==> config.mk <==
export PLATFORM = sky130hd
export DESIGN_NAME = sprite_overlay
export DESIGN_NICKNAME = d
export VERILOG_FILES = /design/src/rtl/video_pkg.sv /design/src/rtl/sprite_ram.sv /design/src/rtl/sprite_overlay.sv
export SDC_FILE = /design/constraint.sdc
export NUM_CORES = 1
export LEC_CHECK = 0
export CORE_MARGIN = 2
export CORE_UTILIZATION = 60
export DETAILED_ROUTE_END_ITERATION = 8
export GPL_TIMING_DRIVEN = 1
export HOLD_SLACK_MARGIN = 0.06
export PLACE_DENSITY_LB_ADDON = 0.08
export SLEW_MARGIN = 20
export SYNTH_ARGS = -nofsm -noshare
export SYNTH_HDL_FRONTEND = slang
export SYNTH_SLANG_ARGS = --single-unit
export TNS_END_PERCENT = 1
==> constraint.sdc <==
create_clock -name clk -period 8.9 [get_ports clk]
set_input_delay 1.335 -clock clk [delete_from_list [all_inputs] [get_ports clk]]
set_output_delay 1.335 -clock clk [all_outputs]
set_load 0.1 [all_outputs]
==> src/rtl/video_pkg.sv <==
// video_pkg: shared video types and constants for the pixel pipeline.
package video_pkg;
    localparam int COORD_W = 12;
    typedef struct packed {
        logic [7:0] r;
        logic [7:0] g;
        logic [7:0] b;
    } rgb_t;
    typedef logic [1:0] pal_idx_t;
    localparam pal_idx_t TRANSPARENT_IDX = 2'd0;
endpackage

==> src/rtl/sprite_ram.sv <==
// sprite_ram: simple dual-port bitmap RAM, synchronous read, old data on collision.
module sprite_ram import video_pkg::*; #(
    parameter int DEPTH = 256,
    parameter int AW    = $clog2(DEPTH)
) (
    input  logic          clk,
    input  logic          i_wr_en,
    input  logic [AW-1:0] i_wr_addr,
    input  pal_idx_t      i_wr_data,
    input  logic [AW-1:0] i_rd_addr,
    output pal_idx_t      o_rd_data
);
    pal_idx_t r_mem [DEPTH];

    always_ff @(posedge clk) begin
        if (i_wr_en) r_mem[i_wr_addr] <= i_wr_data;
        o_rd_data <= r_mem[i_rd_addr];
    end
endmodule

==> src/rtl/sprite_overlay.sv <==
// sprite_overlay: overlays one 2-bit-palette sprite onto a VGA stream with 2-clk latency.
// Optional SPRITE_MIRROR_EN adds the spr_mirror port for horizontal flipping.
module sprite_overlay import video_pkg::*; #(
    parameter int SPR_W   = 16,
    parameter int SPR_H   = 16,
    parameter int COORD_W = video_pkg::COORD_W,
    localparam int AW     = $clog2(SPR_W * SPR_H),
    localparam int XW     = $clog2(SPR_W),
    localparam int YW     = $clog2(SPR_H)
) (
    input  logic               clk,
    input  logic               reset_n,
    input  logic               hs_in,
    input  logic               vs_in,
    input  logic               de_in,
    input  logic [7:0]         r_in,
    input  logic [7:0]         g_in,
    input  logic [7:0]         b_in,
    input  logic [COORD_W-1:0] pos_x,
    input  logic [COORD_W-1:0] pos_y,
    input  logic               pos_valid,
    input  logic               spr_en,
`ifdef SPRITE_MIRROR_EN
    input  logic               spr_mirror,
`endif
    input  rgb_t               col1,
    input  rgb_t               col2,
    input  rgb_t               col3,
    input  logic               spr_wr_en,
    input  logic [AW-1:0]      spr_wr_addr,
    input  pal_idx_t           spr_wr_data,
    output logic               hs_out,
    output logic               vs_out,
    output logic               de_out,
    output logic [7:0]         r_out,
    output logic [7:0]         g_out,
    output logic [7:0]         b_out
);
    logic [COORD_W-1:0] r_x_cnt, r_y_cnt, r_pend_x, r_pend_y, r_act_x, r_act_y;
    logic               r_pend_en, r_act_en, r_pend_mir, r_act_mir, r_vs_prev, r_de_prev;
    logic               r_hit1, r_hs1, r_vs1, r_de1;
    rgb_t               r_rgb1;
    logic               w_mir_in, w_vs_fall, w_de_fall, w_hit;
    logic [COORD_W:0]   w_x_end, w_y_end;
    logic [XW-1:0]      w_dx, w_col;
    logic [YW-1:0]      w_dy;
    logic [AW-1:0]      w_rd_addr;
    pal_idx_t           w_idx;
    rgb_t               w_pal, w_pix;

`ifdef SPRITE_MIRROR_EN
    assign w_mir_in = spr_mirror;
`else
    assign w_mir_in = 1'b0;
`endif

    assign w_vs_fall = r_vs_prev & ~vs_in;
    assign w_de_fall = r_de_prev & ~de_in;

    // One extra bit on the end coordinates so right/bottom sprites clip instead of wrapping
    assign w_x_end   = {1'b0, r_act_x} + (COORD_W+1)'(SPR_W);
    assign w_y_end   = {1'b0, r_act_y} + (COORD_W+1)'(SPR_H);
    assign w_hit     = de_in & r_act_en & (r_x_cnt >= r_act_x) & ({1'b0, r_x_cnt} < w_x_end)
                     & (r_y_cnt >= r_act_y) & ({1'b0, r_y_cnt} < w_y_end);
    assign w_dx      = XW'(r_x_cnt - r_act_x);
    assign w_dy      = YW'(r_y_cnt - r_act_y);
    assign w_col     = w_dx ^ {XW{r_act_mir}};
    assign w_rd_addr = {w_dy, w_col};

    assign w_pal = (w_idx == 2'd1) ? col1 : (w_idx == 2'd2) ? col2 : col3;
    assign w_pix = (r_hit1 && w_idx != TRANSPARENT_IDX) ? w_pal : r_rgb1;

    sprite_ram #(.DEPTH(SPR_W * SPR_H)) u_ram (
        .clk      (clk),
        .i_wr_en  (spr_wr_en),
        .i_wr_addr(spr_wr_addr),
        .i_wr_data(spr_wr_data),
        .i_rd_addr(w_rd_addr),
        .o_rd_data(w_idx)
    );

    always_ff @(posedge clk or negedge reset_n) begin
        if (!reset_n) begin
            r_x_cnt    <= '0;
            r_y_cnt    <= '0;
            r_vs_prev  <= 1'b1;
            r_de_prev  <= 1'b0;
            r_pend_x   <= '0;
            r_pend_y   <= '0;
            r_pend_en  <= 1'b0;
            r_pend_mir <= 1'b0;
            r_act_x    <= '0;
            r_act_y    <= '0;
            r_act_en   <= 1'b0;
            r_act_mir  <= 1'b0;
        end else begin
            r_vs_prev <= vs_in;
            r_de_prev <= de_in;
            r_x_cnt   <= de_in ? r_x_cnt + COORD_W'(1) : '0;
            r_y_cnt   <= w_vs_fall ? '0 : w_de_fall ? r_y_cnt + COORD_W'(1) : r_y_cnt;
            if (pos_valid) {r_pend_x, r_pend_y, r_pend_en, r_pend_mir} <= {pos_x, pos_y, spr_en, w_mir_in};
            if (w_vs_fall)
                {r_act_x, r_act_y, r_act_en, r_act_mir} <= pos_valid ? {pos_x, pos_y, spr_en, w_mir_in}
                                                                     : {r_pend_x, r_pend_y, r_pend_en, r_pend_mir};
        end
    end

    always_ff @(posedge clk or negedge reset_n) begin
        if (!reset_n) begin
            {r_hit1, r_hs1, r_vs1, r_de1} <= 4'b0110;
            r_rgb1                        <= '0;
            {hs_out, vs_out, de_out}      <= 3'b110;
            {r_out, g_out, b_out}         <= '0;
        end else begin
            {r_hit1, r_hs1, r_vs1, r_de1} <= {w_hit, hs_in, vs_in, de_in};
            r_rgb1                        <= {r_in, g_in, b_in};
            {hs_out, vs_out, de_out}      <= {r_hs1, r_vs1, r_de1};
            {r_out, g_out, b_out}         <= r_de1 ? w_pix : '0;
        end
    end
endmodule

==> qor.tcl <==
set qor(net_count_after_synthesis) 1911
set qor(synth_most_common_cell) {edfxtp_1}
set qor(dp.final_hpwl_um) 38070
set qor(route.detailed.vias_per_inst) 6.136
set qor(place.detailed.instances) 2411
set qor(clk-insertion-delay-late_ns) 0.59
set qor(post_cts_resize_count) 0
set qor(worstRegToRegCells) 10
set qor(share_clk_of_total_power_pct) 36.0
set qor(cts_made_buffers) 66
set qor(grt_overflow) 0
set qor(layoutNonFillerInstCount) 2528
set qor(netlist_area_mm2) 0.02731
set qor(via_count) 15513
set qor(async_reset_ff_share_pct) 20.06
set qor(dr.first_iter.drc_count) 1729
set qor(drt_pre_antenna_iters) 5
set qor(layout.filler_cells) 3001
set qor(irDropWorstVdd_mv) 0.1873
set qor(netlist_top_cells_count) {512 x edfxtp_1, 284 x nor2_1, 152 x mux4_2}
set qor(hold-path-cell-count) 0
set qor(start_util_pct) 60.44
set qor(io_buffer_count) 164
set qor(ys.warnings.count) 0
set qor(rows) 78
set qor(power.share.switching_pct) 25.88
set qor(endpoint_kind) {flop}
set qor(globalplace.congestion) 0.8289
set qor(yosys_reg_bits) 643
set qor(slew_violations) 0
set qor(cts_buffer_depth) 3
set qor(p_int_mw) 5.659
set qor(postCtsHoldBufs) 0
set qor(power_density_mw_per_mm2) 241.5
set qor(post-cts-setup-buffer-count) 0
set qor(yosys.cell_types.count) 47
set qor(aggregate_negative_setup_slack_ns) 0
set qor(dieWidth_um) 217.3
set qor(worst-path-max-fanout) 66
set qor(dominant_cell_type_by_count_on_the_critical_path) {mux4_2}
set qor(detail_route.wirelength_um) 62510
set qor(areaGrowthSynthToFinish_pct) 15.76
set qor(netlist_top_cells_area) {edfxtp_1 56%, mux4_2 13%, dfrtp_1 11%}
set qor(critical-path-max-stage-delay_ns) 1.44
set qor(holdCritPathClass) {flop to flop}
set qor(tritoncts) {built}
set qor(clock_sink_count) 643
set qor(fp.dieArea_mm2) 0.04724
set qor(floorplan.die.height_um) 217.3
set qor(post-synth-top-area-cell) {edfxtp_1}
set qor(number_of_synthesized_flops_with_an_enable_pin) 512
set qor(grt_setup_unrepaired) {no}
set qor(ctsHtreeMaxLevel) 3
set qor(netlist_instances) 1727
set qor(grt_max_degree) 149
set qor(grt_first_pass_wirelength_um) 95130
set qor(timing.final.setup_violations) 0
set qor(worstPathCellList) {inv_1, ha_4, fa_4, buf_4, mux4_2, mux2i_1, mux4_2, mux2_2, o22ai_1, a211o_1}
set qor(critPathKind) {flop to flop}
set qor(synth_top_area_share_pct) 56.30
set qor(worst-slew-pin-transition_ns) 1.172
set qor(clock_pin_slew_reported_for_the_worst_setup_and_hold_paths_after_clock_tree_synthesis_ns) 0.06
set qor(clock_root_buffer_master) {clkbuf_16}
set qor(sequentialPowerShare_pct) 43.9
set qor(core_area_mm2) 0.04519
set qor(fin_total_pwr_mw) 7.635
set qor(power_dissipated_by_switching_net_loads_mw) 1.976
set qor(drcViolationCount) 0
set qor(critPathSlowestCell) {fa_4}
set qor(globalRouteTotalUtil_pct) 27.18
set qor(vias_in_the_first_global_route) 15829
set qor(ys_seq_area_share_pct) 68.29
set qor(hold_violations) 0
set qor(setup_clock_skew_after_layout_ns) 0.01231
set qor(layout_min_cycle_time_ns) 4.638
set qor(layout.nets) 2063
set qor(detail-route-antenna-nets) 0
set qor(postSynth.topFlopCell) {edfxtp_1}
set qor(worstPathArrival_ns) 5.17
set qor(fin_crit_sh_pct) 52.11
set qor(share_of_cells_above_drive_strength_1_pct) 15.92
set qor(power_leakage_nw) 10.82
set qor(ioPinCount) 165
set qor(sequential_cell_area_mm2) 0.01865
set qor(routedWlPerCell_um) 24.73
set qor(status) {finished, final reports clean}
set qor(max-slew-margin-rel_pct) 21.64
set qor(worst-endpoint-required_ns) 9.44
set qor(syn_area_per_cell_um2) 15.81
set qor(p_comb_share_pct) 20.0
set qor(n_antenna_cell) 0
set qor(timing.fmax_ghz) 0.2156
set qor(maxCapViolCount) 0
set qor(multiInputGateArea_mm2) 0.008114
set qor(timing.critical_path.from_type) {flop}
set qor(antenna_found_initial) 0
-- path summary, 6_finish.rpt --
kind	from	endpoint	slack, ns
worst max-delay path	r_x_cnt[0]$_DFF_PN0_	u_ram.o_rd_data[0]$_DFF_P_	4.26
worst min-delay path	r_hs1$_DFF_PN1_	hs_out$_DFF_PN1_	0.36
worst max register to register	r_x_cnt[0]$_DFF_PN0_	u_ram.o_rd_data[0]$_DFF_P_	4.26
worst min register to register	r_hs1$_DFF_PN1_	hs_out$_DFF_PN1_	0.36
max in group asynchronous	reset_n	r_rgb1[13]$_DFF_PN0_	6.94
min in group asynchronous	reset_n	r_pend_y[5]$_DFFE_PN0P_	0.73
-- state kept, by name (all words and copies together) (netlist names), 2 cells and up --
name	cells
u_ram.r_mem	512
r_rgb1	24
r_act_x	12
r_act_y	12
r_pend_x	12
r_pend_y	12
r_x_cnt	12
r_y_cnt	12
b_out	8
g_out	8
r_out	8
u_ram.o_rd_data	2
-- metrics by stage --
step	utilization (%)	worst slack [ns]	cell area (um^2)	hold slack [ns]
floorplan	-	5.478	27310	0.3452
global placement	65.23	4.419	29470	0.3459
detailed placement	65.23	4.269	29470	0.3536
CTS	69.97	4.245	31620	0.3614
global route	69.96	4.037	31610	0.3662
finish	69.96	4.262	31610	0.3636
-- cells by family after synthesis --
group,after synthesis,share of synthesized area [%]
adder cells (fa/ha/maj),46,2.163
AND/OR/NAND/NOR,473,7.207
flip-flops,643,68.29
AO/OA/AOI/OAI,155,3.207
buffers and inverters,137,2.199
XOR/XNOR,36,1.155
multiplexers,237,15.78
-- layer usage --
metal	up-vias	wire (um)	track usage (%)	share of wire (%)
met4	0	1790	8.721	2.9
met3	118	4203	5.003	6.7
li1	6817	-	-	-
met2	607	30520	44.13	49
met5	-	0	0	0
met1	7971	25990	37.94	42
-- critical path: cells and delay by family, from the launching register on --
family / cells / cell delay (ns)
mux: 4 / 1.28
compound gates: 2 / 0.32
flops: 1 / 0.39
buf+inv: 2 / 0.91
fa+ha+maj: 2 / 1.61
-- cell type report --
class	instances	share of cell area, %
timing repair buffer	188	5.798
tap	600	2.375
sequential	643	58.99
inverter	33	0.3918
clock inverter	28	0.9103
clock buffer	89	5.866
multi-input combinational	947	25.67
-- layout by cell type (no fill, tap or decap), types with 8 or more instances in the layout --
cell	netlist	routed
nor2_1	284	284
a21oi_1	36	36
nor2b_1	16	15
mux2_2	29	29
xnor2_1	24	23
xor2_1	12	11
mux4_2	152	152
o21ai_0	81	81
clkbuf_16	0	71
edfxtp_1	512	512
clkdlybuf4s50_1	0	160
ha_1	44	43
inv_1	32	32
a22oi_1	8	8
nand4_1	10	10
buf_4	7	23
nand3_1	44	44
nand2_1	88	88
clkinv_1	1	13
mux2i_1	56	56
dfrtp_1	125	125
clkbuf_1	75	17
and2_1	12	12
-- power by group through the flow --
stage / sequential [mW] / combinational, mW / clock [mW]
4_1_cts: 3.35 / 1.55 / 2.79
5_1_grt: 3.36 / 1.64 / 2.91
2_1_floorplan: 3.43 / 1.07 / 0
3_5_place_dp: 3.41 / 1.54 / 0
6_report: 3.36 / 1.53 / 2.75
3_3_place_gp: 3.41 / 1.51 / 0
(Power assumes the default switching activity.)
==> variant 1, RTL diff (same flow settings) <==
The parameter `SPR_W` goes from 16 to 8.
--- a/src/rtl/sprite_overlay.sv
+++ b/src/rtl/sprite_overlay.sv
@@ -2,5 +2,5 @@
 // Optional SPRITE_MIRROR_EN adds the spr_mirror port for horizontal flipping.
 module sprite_overlay import video_pkg::*; #(
-    parameter int SPR_W   = 16,
+    parameter int SPR_W   = 8,
     parameter int SPR_H   = 16,
     parameter int COORD_W = video_pkg::COORD_W,
Interface: changed (resized spr_wr_addr); port bits go from 165 to 164. No check against the original RTL was run, so the function may have changed too.
==> variant 1 against the original RTL <==
- final cell count decreased by 30%
- routed wire length shrank 41%
- combinational power decreased by 37%
- sequential cell count decreased by 256
- worst setup slack improved by 1100 ps
- first-iteration DRC count is 44% lower
- final area decreased by 37%
- sequential share of layout area is 4.0 points lower
- synthesized area is 38% lower
- clock power down 44%
- total power decreased by 41%
- highest routed layer unchanged
==> variant 1: results (changes against the original RTL) <==
stage,metric,value,unit,change
grt,use_met3,0.0451,,was 0.0500
placement,preCtsSetupSlack,5180,ps,was 4270 ps
layout,drive_gt1_frac,0.117,,was 0.159
placement,io_buffer_count,163,,was 164
synthesis,syn_inst,1205,,was 1727
layout,largestRegisters,"u_ram.r_mem x256, r_rgb1 x24",,"was u_ram.r_mem x512, r_rgb1 x24"
synthesis,synth.distinct_cells,46,,was 47
synthesis,synth_edf_count,256,,was 512
synthesis,async_reset_ff_frac,0.333,,was 0.201
pwr,pwr.group.clock,1.54,mW,was 2.75 mW
grt,grt.total_usage,0.253,,was 0.272
layout,n_fill_cell,1879,,was 3001
sta,skew,25.6,ps,was 12.3 ps
pwr,power.share.clock,0.340,,was 0.360
detailed_routing,drt_iter0_drc,962,,was 1729
detailed_routing,dr.max_layer_used,met4,,unchanged
placement,placed_cell_area,18700,µm²,was 29500 µm²
synthesis,ys_top_cells_by_area,"edfxtp_1, dfrtp_1, mux4_2, ha_1, nor2_1",,"was edfxtp_1, mux4_2, dfrtp_1, nor2_1, mux2i_1"
critical_path,cpPeakStageDelay,740,ps,was 1440 ps
pwr,vdd_drop_max,0.000181,V,was 0.000187 V
pwr,power_leakage,7.17,nW,was 10.8 nW
detailed_routing,vias,10500,,was 15500
placement,dpl.cell_count,1693,,was 2411
detailed_routing,met1_length,15000,µm,was 26000 µm
placement,hpwl,24300,µm,was 38100 µm
status,outcome,"finished, final reports clean",,unchanged
grt,grtUsageMet2,0.425,,was 0.441
critical_path,crit_fanout,42,,was 66
critical_path,cp_top_family,compound AO/OA/AOI/OAI gates,,was adder cells
grt,grtUsageMet1,0.346,,was 0.379
detailed_routing,met3_wirelength,2550,µm,was 4200 µm
min_path,hold_path_class,flop to flop,,unchanged
grt,grt_pass1_vias,10600,,was 15800
detailed_routing,drt-wirelength-per-cell,20.9,µm,was 24.7 µm
pwr,p_seq,2.02,mW,was 3.36 mW
grt,grt_max_degree,87,,was 149
placement,globalplace.congestion,0.862,,was 0.829
detailed_routing,met2WireLength,18500,µm,was 30500 µm
critical_path,cp_data_arrival_time,3980,ps,was 5170 ps
clocking,cts_max_level,2,,was 3
synthesis,synthTopCellsByCount,"edfxtp_1, nor2_1, dfrtp_1",,"was edfxtp_1, nor2_1, mux4_2"
synthesis,synth_nets,1389,,was 1911
synthesis,ys_seq_area_frac,0.652,,was 0.683
pwr,p_sw_frac,0.281,,was 0.259
sta,slew_headroom,0.307,,was 0.216
detailed_routing,totalWireLength,36800,µm,was 62500 µm
layout,nets,1541,,was 2063
clocking,numCtsBuffers,40,,was 66
grt,grt_pass1_wl,56900,µm,was 95100 µm
clocking,insertion_delay,540,ps,was 590 ps
critical_path,cp_slowest_cell,buf_4,,was fa_4
variant 1: changes by cell type in the layout (fill, tap and decap cells not counted), sizes merged, moves of 5 or more:
| cell | before | now |
|---|---|---|
| a22oi | 8 | 2 |
| buf | 28 | 11 |
| bufinv | 6 | 1 |
| clkbuf | 89 | 47 |
| edfxtp | 512 | 256 |
| mux2i | 56 | 24 |
| mux4 | 152 | 64 |
| nand3 | 44 | 31 |
| nor2 | 284 | 147 |
| nor3 | 6 | 12 |
| o21ai | 81 | 92 |
| o221ai | 0 | 13 |
| o22ai | 2 | 24 |
variant 1: cell type report:
cell class              instances  area (µm²)  area share
multi-input cells             728        5500       0.276
clock inverters                27         161     0.00810
clock buffers                  47        1050      0.0526
well taps                     378         473      0.0237
flip-flops and latches        387       11000       0.550
inverters                      30         113     0.00565
repair buffers                170        1670      0.0839
variant 1: worst paths after layout:
path	startpoint	end	depth (start not counted)	slack, ps
setup / recovery	r_x_cnt[0]$_DFF_PN0_	u_ram.o_rd_data[1]$_DFF_P_	9	5340
hold / removal	r_hs1$_DFF_PN1_	hs_out$_DFF_PN1_	0	360
setup reg to reg	r_x_cnt[0]$_DFF_PN0_	u_ram.o_rd_data[1]$_DFF_P_	9	5340
hold reg to reg	r_hs1$_DFF_PN1_	hs_out$_DFF_PN1_	0	360
max in group asynchronous	reset_n	r_rgb1[3]$_DFF_PN0_	2	6670
min in group asynchronous	reset_n	r_act_x[7]$_DFFE_PN0P_	1	830
variant 1: cell families (layout without fill, tap and decap cells):
logic type	Yosys count	after routing	synth area share
buffers and inverters	90	274	0.0228
flip-flops	387	387	0.652
AO/OA/AOI/OAI	194	194	0.0671
AND/OR/NAND/NOR	338	338	0.0871
adder cells (fa/ha/maj)	47	47	0.0359
multiplexers	113	113	0.117
XOR/XNOR	36	36	0.0187
==> variant 2, RTL diff (same flow settings) <==
Made on the original files. Register the input `spr_wr_data` before use. The logic sees it one clock later. The other inputs are not delayed to match.
--- a/src/rtl/sprite_overlay.sv
+++ b/src/rtl/sprite_overlay.sv
@@ -37,4 +37,11 @@
     output logic [7:0]         b_out
 );
+
+    pal_idx_t spr_wr_data_q;
+
+    always_ff @(posedge clk) begin
+        spr_wr_data_q <= spr_wr_data;
+    end
+
     logic [COORD_W-1:0] r_x_cnt, r_y_cnt, r_pend_x, r_pend_y, r_act_x, r_act_y;
     logic               r_pend_en, r_act_en, r_pend_mir, r_act_mir, r_vs_prev, r_de_prev;
@@ -75,5 +82,5 @@
         .i_wr_en  (spr_wr_en),
         .i_wr_addr(spr_wr_addr),
-        .i_wr_data(spr_wr_data),
+        .i_wr_data(spr_wr_data_q),
         .i_rd_addr(w_rd_addr),
         .o_rd_data(w_idx)
Check against the original RTL: not equivalent (Yosys sat finds a counterexample within 4 cycles, from zero or initial values and one cycle with reset_n low).
==> variant 2 against the original RTL <==
- final cell count is 0.51% higher
- global-route usage is 0.34 points lower
- utilization is 0.086 points higher
- synthesized cell count is 0.12% higher
- worst setup slack worse by 160 ps
- routed wire length is 1.3% lower
- critical endpoint is now u_ram.o_rd_data[1]$_DFF_P_
- sequential cell count is 2 higher
- final area is 0.12% higher
- synthesized area is 0.15% higher
- total power is 0.97% lower
- count of clock-buffer cells in the layout is 1 higher
- critical path depth stayed put
==> variant 2: results (changes against the original RTL) <==
stage,metric,value,unit,change
detailed_routing,drt_iter0_drc,1526,,was 1729
detailed_routing,viasPerCell,6.04,,was 6.14
sta,skew,21.2,ps,was 12.3 ps
critical_path,crit_fanout,53,,was 66
critical_path,cp_data_arrival_time,5290,ps,was 5170 ps
detailed_routing,drtPass1Iterations,5,,unchanged
clocking,cts_max_level,3,,unchanged
synthesis,ys_top_cells_by_area,"edfxtp_1, mux4_2, dfrtp_1, nor2_1, mux2i_1",,unchanged
detailed_routing,met1_length,24500,µm,was 26000 µm
clocking,cts_root_buf,clkbuf_16,,unchanged
pwr,switchingPower,2.00,mW,was 1.98 mW
synthesis,synth_nets,1913,,was 1911
grt,grt.total_usage,0.268,,was 0.272
detailed_routing,drt-wirelength-per-cell,24.3,µm,was 24.7 µm
pwr,vdd_drop_max,0.000179,V,was 0.000187 V
grt,grt_pass1_vias,15800,,about the same
clocking,numCtsBuffers,67,,was 66
detailed_routing,met2WireLength,30000,µm,was 30500 µm
layout,diodes,0,,unchanged
critical_path,r2r-start,r_x_cnt[0]$_DFF_PN0_,,unchanged
synthesis,ys_seq_area_frac,0.683,,about the same
placement,globalplace.congestion,0.816,,was 0.829
clocking,cts.repair.resized,0,,unchanged
grt,grt_max_degree,106,,was 149
layout,n_fill_cell,3024,,was 3001
grt,grt_pass1_wl,93600,µm,was 95100 µm
critical_path,regToRegSetupSlack,4100,ps,was 4260 ps
synthesis,synthTopCellsByCount,"edfxtp_1, nor2_1, mux4_2",,unchanged
critical_path,path_class,flop to flop,,unchanged
placement,io_buffer_count,164,,unchanged
layout,drive_gt1_frac,0.164,,was 0.159
critical_path,cpPeakStageDelay,1090,ps,was 1440 ps
layout,nets,2071,,was 2063
layout,largestRegisters,"u_ram.r_mem x512, r_rgb1 x24",,unchanged
status,outcome,"finished, final reports clean",,unchanged
placement,hpwl,38200,µm,was 38100 µm
detailed_routing,met3_wirelength,5070,µm,was 4200 µm
synthesis,synth.distinct_cells,47,,unchanged
synthesis,async_reset_ff_frac,0.200,,was 0.201
sta,slew_headroom,0.283,,was 0.216
pwr,power_leakage,10.8,nW,about the same
-- variant 2: cell count changes in the layout (fill, tap and decap cells not counted), sizes merged --
cell / delta
clkinv: +6
bufinv: -4
buf: +2
clkdlybuf4s50: +3
clkbuf: +1
dfxtp: +2
inv: +3
-- variant 2: worst max-delay path: cells and delay by family (launching register included) --
family                     cells  cell delay [ps]
DFF                            1              400
AOI/OAI and AO/OA              3              630
muxes                          2              920
buffers and inverters          3             1410
adders and majority gates      2             1260
-- variant 2: cell families (layout without fill, tap and decap cells) --
group / Yosys count / count (layout) / synth area share
xor+xnor: 36 / 36 / 0.0115
flops: 645 / 645 / 0.683
simple gates: 473 / 473 / 0.0720
buf+inv: 137 / 349 / 0.0220
compound gates: 155 / 155 / 0.0320
fa+ha+maj: 46 / 46 / 0.0216
mux: 237 / 237 / 0.158
-- variant 2: power groups by stage --
stage / logic, mW / registers, mW / clock network (mW)
3_3_place_gp: 1.50 / 3.43 / 0
2_1_floorplan: 1.06 / 3.46 / 0
5_1_grt: 1.64 / 3.37 / 2.85
4_1_cts: 1.54 / 3.37 / 2.72
3_5_place_dp: 1.53 / 3.43 / 0
6_report: 1.52 / 3.37 / 2.68
-- variant 2: routing by layer --
layer / global-route usage / vias to the layer above
met4: 0.109 / 0
met3: 0.0513 / 113
li1: - / 6840
met2: 0.436 / 638
met1: 0.363 / 7762
met5: 0 / -
-- variant 2: per-stage QoR --
stage                util  instance area [µm²]  setup slack, ps  cells  hold slack [ps]
global placement    0.654                29500             4160   2418              347
CTS                 0.700                31700             4050   2541              362
detailed placement  0.654                29500             4070   2418              353
floorplan               -                27300             4670   1729              345
finish              0.700                31700             4100   2541              360
global route        0.700                31700             3870   2541              366
-- variant 2: layout make-up --
| cell class | instances | area share |
|---|---|---|
| flip-flops and latches | 645 | 0.591 |
| multi-input cells | 947 | 0.256 |
| clock buffers | 90 | 0.0588 |
| repair buffers | 193 | 0.0588 |
| well taps | 600 | 0.0237 |
| clock inverters | 33 | 0.00779 |
| inverters | 33 | 0.00391 |
-- variant 2: path summary, 6_finish.rpt --
check	endpoint	depth (start not counted)
worst max register to register	u_ram.o_rd_data[1]$_DFF_P_	10
max in group asynchronous	r_rgb1[13]$_DFF_PN0_	2
worst min-delay path	hs_out$_DFF_PN1_	0
worst max-delay path	u_ram.o_rd_data[1]$_DFF_P_	10
worst min register to register	hs_out$_DFF_PN1_	0
min in group asynchronous	r_pend_y[7]$_DFFE_PN0P_	1
